--- config.mk ---
export PLATFORM = sky130hd
export DESIGN_NAME = fifo_rd_packer
export DESIGN_NICKNAME = d
export VERILOG_FILES = /design/src/rtl/fifo_pkg.sv /design/src/rtl/fifo_out_slot.sv /design/src/rtl/fifo_rd_packer.sv
export SDC_FILE = /design/constraint.sdc
export NUM_CORES = 1
export LEC_CHECK = 0
export CAP_MARGIN = 40
export CORE_MARGIN = 3
export CORE_UTILIZATION = 50
export DETAILED_ROUTE_END_ITERATION = 8
export HOLD_SLACK_MARGIN = 0.15
export PLACE_DENSITY = 0.74
export SYNTH_ARGS = -nofsm -noshare
export SYNTH_HDL_FRONTEND = slang
export SYNTH_SLANG_ARGS = --single-unit
--- constraint.sdc ---
create_clock -name rclk -period 2.7 [get_ports rclk]
set_input_delay 0.675 -clock rclk [delete_from_list [all_inputs] [get_ports rclk]]
set_output_delay 0.675 -clock rclk [all_outputs]
set_load 0.02 [all_outputs]
--- src/rtl/fifo_pkg.sv ---
// Shared helpers for the FIFO read-side packer.
//   cnt_w     : width of a lane counter that must also hold the value PackCount
//   idle_w    : width of the idle counter, which saturates at TimeoutCycles-1
//   keep_mask : turns a word count into a thermometer keep mask (LSB = lane 0)
package fifo_pkg;

  localparam int MaxPack = 16;

  function automatic int cnt_w(input int pack);
    return $clog2(pack) + 1;
  endfunction

  function automatic int idle_w(input int tmo);
    return (tmo <= 2) ? 1 : $clog2(tmo);
  endfunction

  function automatic logic [MaxPack-1:0] keep_mask(input int n);
    logic [MaxPack-1:0] m;
    for (int i = 0; i < MaxPack; i++) m[i] = (i < n);
    return m;
  endfunction

endpackage

--- src/rtl/fifo_out_slot.sv ---
// Single-entry valid/ready output register. It captures a beat on load and
// holds data/keep/last while valid and downstream is not ready.
//   clk, rst          : clock, synchronous active-high reset
//   load              : capture ld_* this cycle (only when free)
//   ld_data/keep/last : beat being loaded
//   ready             : downstream accept
//   valid/data/keep/last : registered beat
//   free              : slot can take a new beat this cycle
module fifo_out_slot #(
  parameter int W = 32,
  parameter int K = 4
) (
  input  logic         clk,
  input  logic         rst,
  input  logic         load,
  input  logic [W-1:0] ld_data,
  input  logic [K-1:0] ld_keep,
  input  logic         ld_last,
  input  logic         ready,
  output logic         valid,
  output logic [W-1:0] data,
  output logic [K-1:0] keep,
  output logic         last,
  output logic         free
);

  assign free = ~valid | ready;

  always_ff @(posedge clk) begin
    if (rst) begin
      valid <= 1'b0;
      data  <= '0;
      keep  <= '0;
      last  <= 1'b0;
    end else if (load) begin
      valid <= 1'b1;
      data  <= ld_data;
      keep  <= ld_keep;
      last  <= ld_last;
    end else if (ready) begin
      valid <= 1'b0;
    end
  end

endmodule

--- src/rtl/fifo_rd_packer.sv ---
// Read-side consumer of the async FIFO. It pops DepthSize-bit words, packs
// PackCount of them into one beat (first word in lane 0) and offers the beat
// on valid/ready. A partial beat goes out on flush or after an idle timeout.
//   rclk, rrst        : read clock, synchronous active-high reset
//   rempty/rdata/rreq : FIFO read interface (rdata valid while rempty=0)
//   flush             : single-cycle pulse, forces out a partial beat
//   out_valid/ready   : output handshake
//   out_data/keep/last: packed beat, lane mask, beat-was-partial flag
module fifo_rd_packer
  import fifo_pkg::*;
#(
  parameter int DepthSize     = 8,
  parameter int PackCount     = 4,
  parameter int TimeoutCycles = 16
) (
  input  logic                           rclk,
  input  logic                           rrst,
  input  logic                           rempty,
  input  logic [DepthSize-1:0]           rdata,
  output logic                           rreq,
  input  logic                           flush,
  output logic                           out_valid,
  input  logic                           out_ready,
  output logic [DepthSize*PackCount-1:0] out_data,
  output logic [PackCount-1:0]           out_keep,
  output logic                           out_last
);

  localparam int CntW  = cnt_w(PackCount);
  localparam int IdleW = idle_w(TimeoutCycles);
  localparam logic [CntW-1:0]  PackFull = CntW'(PackCount);
  localparam logic [IdleW-1:0] IdleMax  =
    IdleW'((TimeoutCycles == 0) ? 0 : TimeoutCycles - 1);

  logic [PackCount-1:0][DepthSize-1:0] acc, acc_wp, ld_data;
  logic [CntW-1:0]      acc_count, ld_cnt;
  logic [IdleW-1:0]     idle_cnt;
  logic [PackCount-1:0] ld_keep;
  logic flush_pend, rst_dly, slot_free, has_data, full, timeout_hit;
  logic flush_cond, xfer, pop, merge, ld_last;

  always_comb begin
    has_data    = (acc_count != '0);
    full        = (acc_count == PackFull);
    timeout_hit = (TimeoutCycles != 0) && (idle_cnt == IdleMax);
    flush_cond  = flush | flush_pend | timeout_hit;
    xfer        = (full | (flush_cond & has_data)) & slot_free;
    // rst_dly keeps the FIFO untouched in the first cycle out of reset.
    rreq        = ~rempty & ~rrst & ~rst_dly & (~full | xfer);
    pop         = rreq & ~rempty;
    acc_wp      = acc;
    if (!full) acc_wp[acc_count[CntW-2:0]] = rdata;
    // A pop into a not-yet-full pack joins the beat a flush sends out in the
    // same cycle; a pop alongside a full-pack transfer starts the next pack.
    merge       = pop & ~full;
    ld_data     = merge ? acc_wp : acc;
    ld_cnt      = merge ? acc_count + 1'b1 : acc_count;
    ld_keep     = PackCount'(keep_mask(int'(ld_cnt)));
    ld_last     = (ld_cnt < PackFull);
  end

  always_ff @(posedge rclk) begin
    if (rrst) begin
      acc        <= '0;
      acc_count  <= '0;
      idle_cnt   <= '0;
      flush_pend <= 1'b0;
      rst_dly    <= 1'b1;
    end else begin
      rst_dly <= 1'b0;
      if (xfer) begin
        acc       <= '0;
        acc_count <= '0;
        if (pop && !merge) begin
          acc[0]    <= rdata;
          acc_count <= CntW'(1);
        end
      end else if (pop) begin
        acc       <= acc_wp;
        acc_count <= acc_count + 1'b1;
      end

      if (pop || xfer)
        idle_cnt <= '0;
      else if (has_data && (TimeoutCycles != 0) && (idle_cnt != IdleMax))
        idle_cnt <= idle_cnt + 1'b1;

      // A flush that cannot act now is remembered; with nothing accumulated
      // and nothing arriving it is dropped rather than held forever.
      if (xfer)
        flush_pend <= 1'b0;
      else if (flush && (!has_data || !slot_free))
        flush_pend <= 1'b1;
      else if (flush_pend && !has_data && !pop)
        flush_pend <= 1'b0;
    end
  end

  fifo_out_slot #(.W(DepthSize*PackCount), .K(PackCount)) u_slot (
    .clk     (rclk),
    .rst     (rrst),
    .load    (xfer),
    .ld_data (ld_data),
    .ld_keep (ld_keep),
    .ld_last (ld_last),
    .ready   (out_ready),
    .valid   (out_valid),
    .data    (out_data),
    .keep    (out_keep),
    .last    (out_last),
    .free    (slot_free)
  );

endmodule

==> After elaboration in Yosys (flattened, before gate mapping) <==
Index checks and enable logic that the tools add are counted.
{ "totals": {"elab_cells": 76, "ff_bits": 79, "input_bits": 13} }
{ "classes": {"n_mux": 17, "n_eq_ne": 3, "addsub": 2, "reduce_logical": 18, "bitwise": 17, "order_cmp": 7} }
{ "op_table": {"columns": ["cell", "n"], "rows": [
  ["2-to-1 mux 32 bit", 2],
  ["bitwise mux 32 bit", 1],
  ["2-to-1 mux 8 bit", 4],
  ["demux 8 bit (select 2 bit)", 1],
  ["2-to-1 mux 3 bit", 3],
  ["bitwise AND 1 bit", 7],
  ["logical AND 1 bit", 6],
  ["less-than comparator 1 x 3 -> 1 bit (first input constant)", 2],
  ["less-than comparator 2 x 3 -> 1 bit (first input constant)", 2],
  ["2-to-1 mux 1 bit", 6],
  ["nonzero test 2 bit", 3],
  ["NOT 1 bit", 5],
  ["bitwise OR 1 bit", 5],
  ["adder 4 x 1 -> 4 bit (second input constant)", 1],
  ["== test 4 bit (second input constant)", 1],
  ["logical NOT 1 bit", 4],
  ["inequality test 4 bit (second input constant)", 1],
  ["OR reduction 2 bit", 2],
  ["adder 3 x 1 -> 3 bit (second input constant)", 1],
  ["== test 3 bit (second input constant)", 1],
  ["less-than comparator 2 x 3 -> 1 bit (second input constant)", 1],
  ["less-than comparator 3 bit (second input constant)", 1],
  ["nonzero test 3 bit", 1],
  ["greater-or-equal comparator 2 x 1 -> 1 bit (second input constant)", 1],
  ["logical OR 1 bit", 2]
]} }

==> Depth between registers and ports, before layout <==
Gate-level depths: netlist of the first run.
{ "logic_depth": {"word_depth": 13, "mapped_depth": 9} }

==> Cells and area by module <==
A second synthesis of the first run with hierarchy kept.
{ "unflattened": {"cells_unflattened": 331, "hier_area_um2": 3394.5} }
{ "modules_own_cells": {"columns": ["module", "n_inst", "cells_per_inst", "area_per_inst_um2"], "rows": [
  ["fifo_rd_packer", 1, 208, 2033.2],
  ["fifo_out_slot", 1, 123, 1361.3]
]} }

==> Worst setup path before layout of the first run <==
OpenSTA, ideal clock, no wires.
{ "synth_timing": {"path_kind": "register -> output", "from": "register acc_count[0]", "to": "output rreq", "arrival_ps": 2076, "slack_ps": -51, "path_buffers": 3, "t_required_ps": 2025, "stages_incl_launch_ff": 9, "cell_sequence": "dfxtp_1 > inv_1 > ha_1 > buf_6 > nor2b_1 > buf_2 > a211o_1 > clkbuf_1 > a21boi_0"} }
{ "synth_via": {"elab_chain_cells": 6, "word_cells_on_any_way": 8, "classes_between": "eq/ne: 1; bitwise: 6; reduce/logical: 1"} }
{ "synth_rtl": {"columns": ["element", "line", "rtl"], "rows": [
  ["start, declared", "fifo_rd_packer.sv:36", "logic [CntW-1:0] acc_count, ld_cnt;"],
  ["start signal, assigned", "fifo_rd_packer.sv:76", "acc_count <= CntW'(1);"],
  ["start signal, assigned", "fifo_rd_packer.sv:80", "acc_count <= acc_count + 1'b1;"],
  ["nonzero test 3 bit", "fifo_rd_packer.sv:43", "has_data = (acc_count != '0);"],
  ["bitwise AND 1 bit", "fifo_rd_packer.sv:47", "xfer = (full | (flush_cond & has_data)) & slot_free;"],
  ["bitwise OR 1 bit", "fifo_rd_packer.sv:47", null],
  ["bitwise AND 1 bit", "fifo_rd_packer.sv:47", null],
  ["bitwise OR 1 bit (*)", "fifo_rd_packer.sv:49", "rreq = ~rempty & ~rrst & ~rst_dly & (~full | xfer);"],
  ["bitwise AND 1 bit (*)", "fifo_rd_packer.sv:49", null],
  ["end, declared", "fifo_rd_packer.sv:20", "output logic rreq,"]
]} }
Mark *: on every way between the ends. The rest lies on a longest branch, timed or not.

==> Worst setup path in the final report of the first run <==
{ "layout_timing": {"from": "input flush", "to": "output rreq"} }
{ "layout_via": {"elab_chain_cells": 7} }
{ "layout_rtl": {"columns": ["element", "line", "rtl"], "rows": [
  ["start, declared", "fifo_rd_packer.sv:21", "input logic flush,"],
  ["bitwise OR 1 bit (2 in series)", "fifo_rd_packer.sv:46", "flush_cond = flush | flush_pend | timeout_hit;"],
  ["bitwise AND 1 bit", "fifo_rd_packer.sv:47", null],
  ["bitwise OR 1 bit", "fifo_rd_packer.sv:47", null],
  ["bitwise AND 1 bit", "fifo_rd_packer.sv:47", null],
  ["bitwise OR 1 bit", "fifo_rd_packer.sv:49", null],
  ["bitwise AND 1 bit", "fifo_rd_packer.sv:49", null]
]} }
Every way passes these cells.

==> out/qor.yml, run 1 <==
power_and_ir_drop:
  p_sw_mw: 0.580
  p_comb_share_pct: 8.3
  p_per_area_mw_per_mm2: 624
  sw_frac_of_total_pct: 23.5
  finalPower_mw: 2.47
  power_frac_clock_pct: 43.1
  internal_power_mw: 1.89
  p_leak_nw: 1.55
  seq_power_share_pct: 48.6
  ir_worst_vdd_mv: 0.445
sta:
  post-route-period-util_pct: 95.0
  final_max_slew_viol_count: 0
  skew_ps: 9.95
  holdWs_ps: 457
  worst_pin_slew_ps: 843
  setup_viol: 0
  maxSlewHeadroom_pct: 43.8
  final_hold_viol_count: 0
  grt_setup_unrepaired: "false"
  fin_ws_ps: 135
  tns_ps: 0
  fmax_mhz: 390
  final.min_clock_period_ps: 2560
place:
  placed_cells: 417
  portBuffers: 51
  dp_hpwl_um: 4740
  place_congestion: 0.820
  pre_cts_slack_ps: -274
  placed_cell_area_mm2: 0.00371
cells_and_area:
  antenna-diode-count: 0
  drive_gt1_share_pct: 13.3
  nFillCells: 455
  fin_util_pct: 69.6
  areaGrowthSynthToFinish_pct: 30.7
  fin_cells: 433
  finalInstanceArea_mm2: 0.00395
  nets: 374
synthesis:
  yosysWarnings: 0
  synth.most_common_cell: "dfxtp_1"
  yosysTopAreaCell: "dfxtp_1"
  synthCells: 290
  synth_common_cells: "dfxtp_1, nor2_1, o2bb2ai_1, mux2i_1, nand2_1"
  synth_edf_count: 0
  synth.ff_latch_count: 79
  synthArstFlopShare_pct: 0
  synth_ff_type: "dfxtp_1"
  synthTopCellsByArea: "dfxtp_1, o2bb2ai_1, mux2i_1"
  ys_seq_area_share_pct: 52.3
  syn_area_per_cell_um2: 10.4
  synth_cell_types: 41
  syn-num-nets: 308
  synthesis.area_mm2: 0.00302
  yosysTopAreaCellShare_pct: 52.3
setup_path:
  cp_max_fo: 2
  crit_end: "rreq"
  worstSetupPathType: "primary input to output pin"
  cp-end-kind: "output pin"
  r2r.worst_path.cells: 8
  r2r-start: "acc_count[1]$_SDFFE_PP0P_"
  worst_ep_required_time_ps: 2030
  cp-startpoint: "flush"
  reg2reg_to: "u_slot.data[30]$_SDFFE_PP0P_"
  r2r_slack_ps: 410
  cp_data_arrival_time_ps: 1890
  start_kind: "primary input"
floorplan:
  rows: 27
  dieArea_mm2: 0.00701
  core_area_mm2: 0.00568
  ioPinCount: 52
  die-height_um: 83.7
  start_util_pct: 53.2
  die_x_um: 83.7
detailed_routing:
  dr.pass1.iters: 4
  drtAntennaViolNets: 0
  vias_per_cell: 5.55
  vias: 2405
  drcViolationCount: 0
  drt_iter0_drc: 96
  post_drt_wl_per_cell_um: 16.5
  routed_wirelength_um: 7130
worst_hold_path:
  hold_depth: 2
  hold_class: "flip-flop to flip-flop"
global_route:
  grt_antenna_before_repair: 0
  grt_max_degree: 25
  grt_pass1_wl_um: 11800
  grt-ovfl-total: 0
  grt_pass1_vias: 2423
  grtUsageTotal_pct: 20.8
clocking:
  cts_root_buffer: "clkbuf_8"
  clk_pin_slew_ps: 80
  cts_sinks: 79
  cts_tree: "yes"
  cts_made_buffers: 9
  clkLatencyLatePin_ps: 350
  holdBufCountCts: 0
  clk_path_buf_depth: 2
  htree_levels: 3
flow_run:
  max-cap-violations: 0
status:
  status: "finished clean"
==> layout make-up <==
type / count / area [µm²] / area share, %
Clock buffer: 9 / 124 / 3.14
Inverter: 3 / 11.3 / 0.285
Clock inverter: 7 / 120 / 3.04
Sequential cell: 79 / 1580 / 40.1
Tap cell: 72 / 90.1 / 2.28
Multi-Input combinational cell: 192 / 1350 / 34.3
Timing Repair Buffer: 71 / 668 / 16.9
==> worst min path at each step <==
stage / start / endpoint / slack [ps]
global route: u_slot.data[5]$_SDFFE_PP0P_ / u_slot.data[5]$_SDFFE_PP0P_ / 490
global placement: acc[7]$_SDFFE_PP0P_ / u_slot.data[7]$_SDFFE_PP0P_ / 440
detailed placement: u_slot.data[5]$_SDFFE_PP0P_ / u_slot.data[5]$_SDFFE_PP0P_ / 450
finish: acc[7]$_SDFFE_PP0P_ / u_slot.data[7]$_SDFFE_PP0P_ / 460
CTS: acc[7]$_SDFFE_PP0P_ / u_slot.data[7]$_SDFFE_PP0P_ / 460
floorplan: acc[7]$_SDFFE_PP0P_ / u_slot.data[7]$_SDFFE_PP0P_ / 430
==> cells by family after synthesis <==
family / after synthesis / share of synthesized area, %
adder cells (fa/ha/maj): 5 / 2.07
AO/OA/AOI/OAI: 82 / 21.5
buffers and inverters: 19 / 2.94
multiplexers: 26 / 8.65
flip-flops: 79 / 52.3
AND/OR/NAND/NOR: 77 / 11.9
XOR/XNOR: 2 / 0.580
==> power groups by stage <==
stage / clock (mW) / combinational (mW) / sequential, mW
floorplan: 0 / 0.102 / 1.23
global placement: 0 / 0.202 / 1.22
detailed placement: 0 / 0.205 / 1.23
CTS: 1.07 / 0.206 / 1.20
global route: 1.12 / 0.222 / 1.20
finish: 1.06 / 0.205 / 1.20
==> state kept, by name (all words and copies together), names as in the netlist <==
name and flops:
u_slot.keep 4, acc 32, acc_count 3, u_slot.data 32, flush_pend 1, u_slot.last 1
idle_cnt 4, rst_dly 1, u_slot.valid 1
==> routing by layer <==
metal / vias to the layer above / GRT usage (%) / routed length [µm]
li1: 1193 / - / -
met1: 1141 / 26.5 / 3350
met2: 65 / 34.6 / 3370
met3: 6 / 5.73 / 358
met4: 0 / 5.70 / 53
met5: - / 0 / 0
==> cell usage in the layout (no fill, tap or decap), drive strengths merged <==
| master | instances |
|---|---|
| a2111oi | 3 |
| a211o | 2 |
| a211oi | 11 |
| a21boi | 1 |
| a21o | 1 |
| a21oi | 7 |
| a221oi | 7 |
| a311oi | 1 |
| a31oi | 1 |
| and2 | 1 |
| buf | 20 |
| bufinv | 3 |
| clkbuf | 10 |
| clkdlybuf4s50 | 50 |
| clkinv | 2 |
| clkinvlp | 1 |
| dfxtp | 79 |
| ha | 5 |
| inv | 4 |
| mux2 | 1 |
| mux2i | 25 |
| nand2 | 21 |
| nand2b | 5 |
| nand3 | 3 |
| nand4 | 1 |
| nor2 | 34 |
| nor2b | 2 |
| nor3 | 6 |
| nor3b | 1 |
| nor4 | 1 |
| nor4b | 1 |
| o21ai | 16 |
| o2bb2ai | 31 |
| o31ai | 1 |
| or3 | 1 |
| xnor2 | 1 |
| xor2 | 1 |
==> worst max-delay path, stage by stage <==
cell	delay (ps)
clkdlybuf4s50_1	520
nor3_2	70
a211o_1	320
a21boi_1	130
clkbuf_2	180
==> timing repair <==
action,in CTS,in global routing
setup buffers,0,0
setup endpoints to repair,1,1
gates resized for setup,2,1
Note: power is estimated with default switching activity, not from simulation.
==> run 2, diff against run 1 <==
Settings changed: CAP_MARGIN 40 to 25.
==> results of run 2 <==
Same layout as run 1: the final DEF is identical, and so are final timing and power.
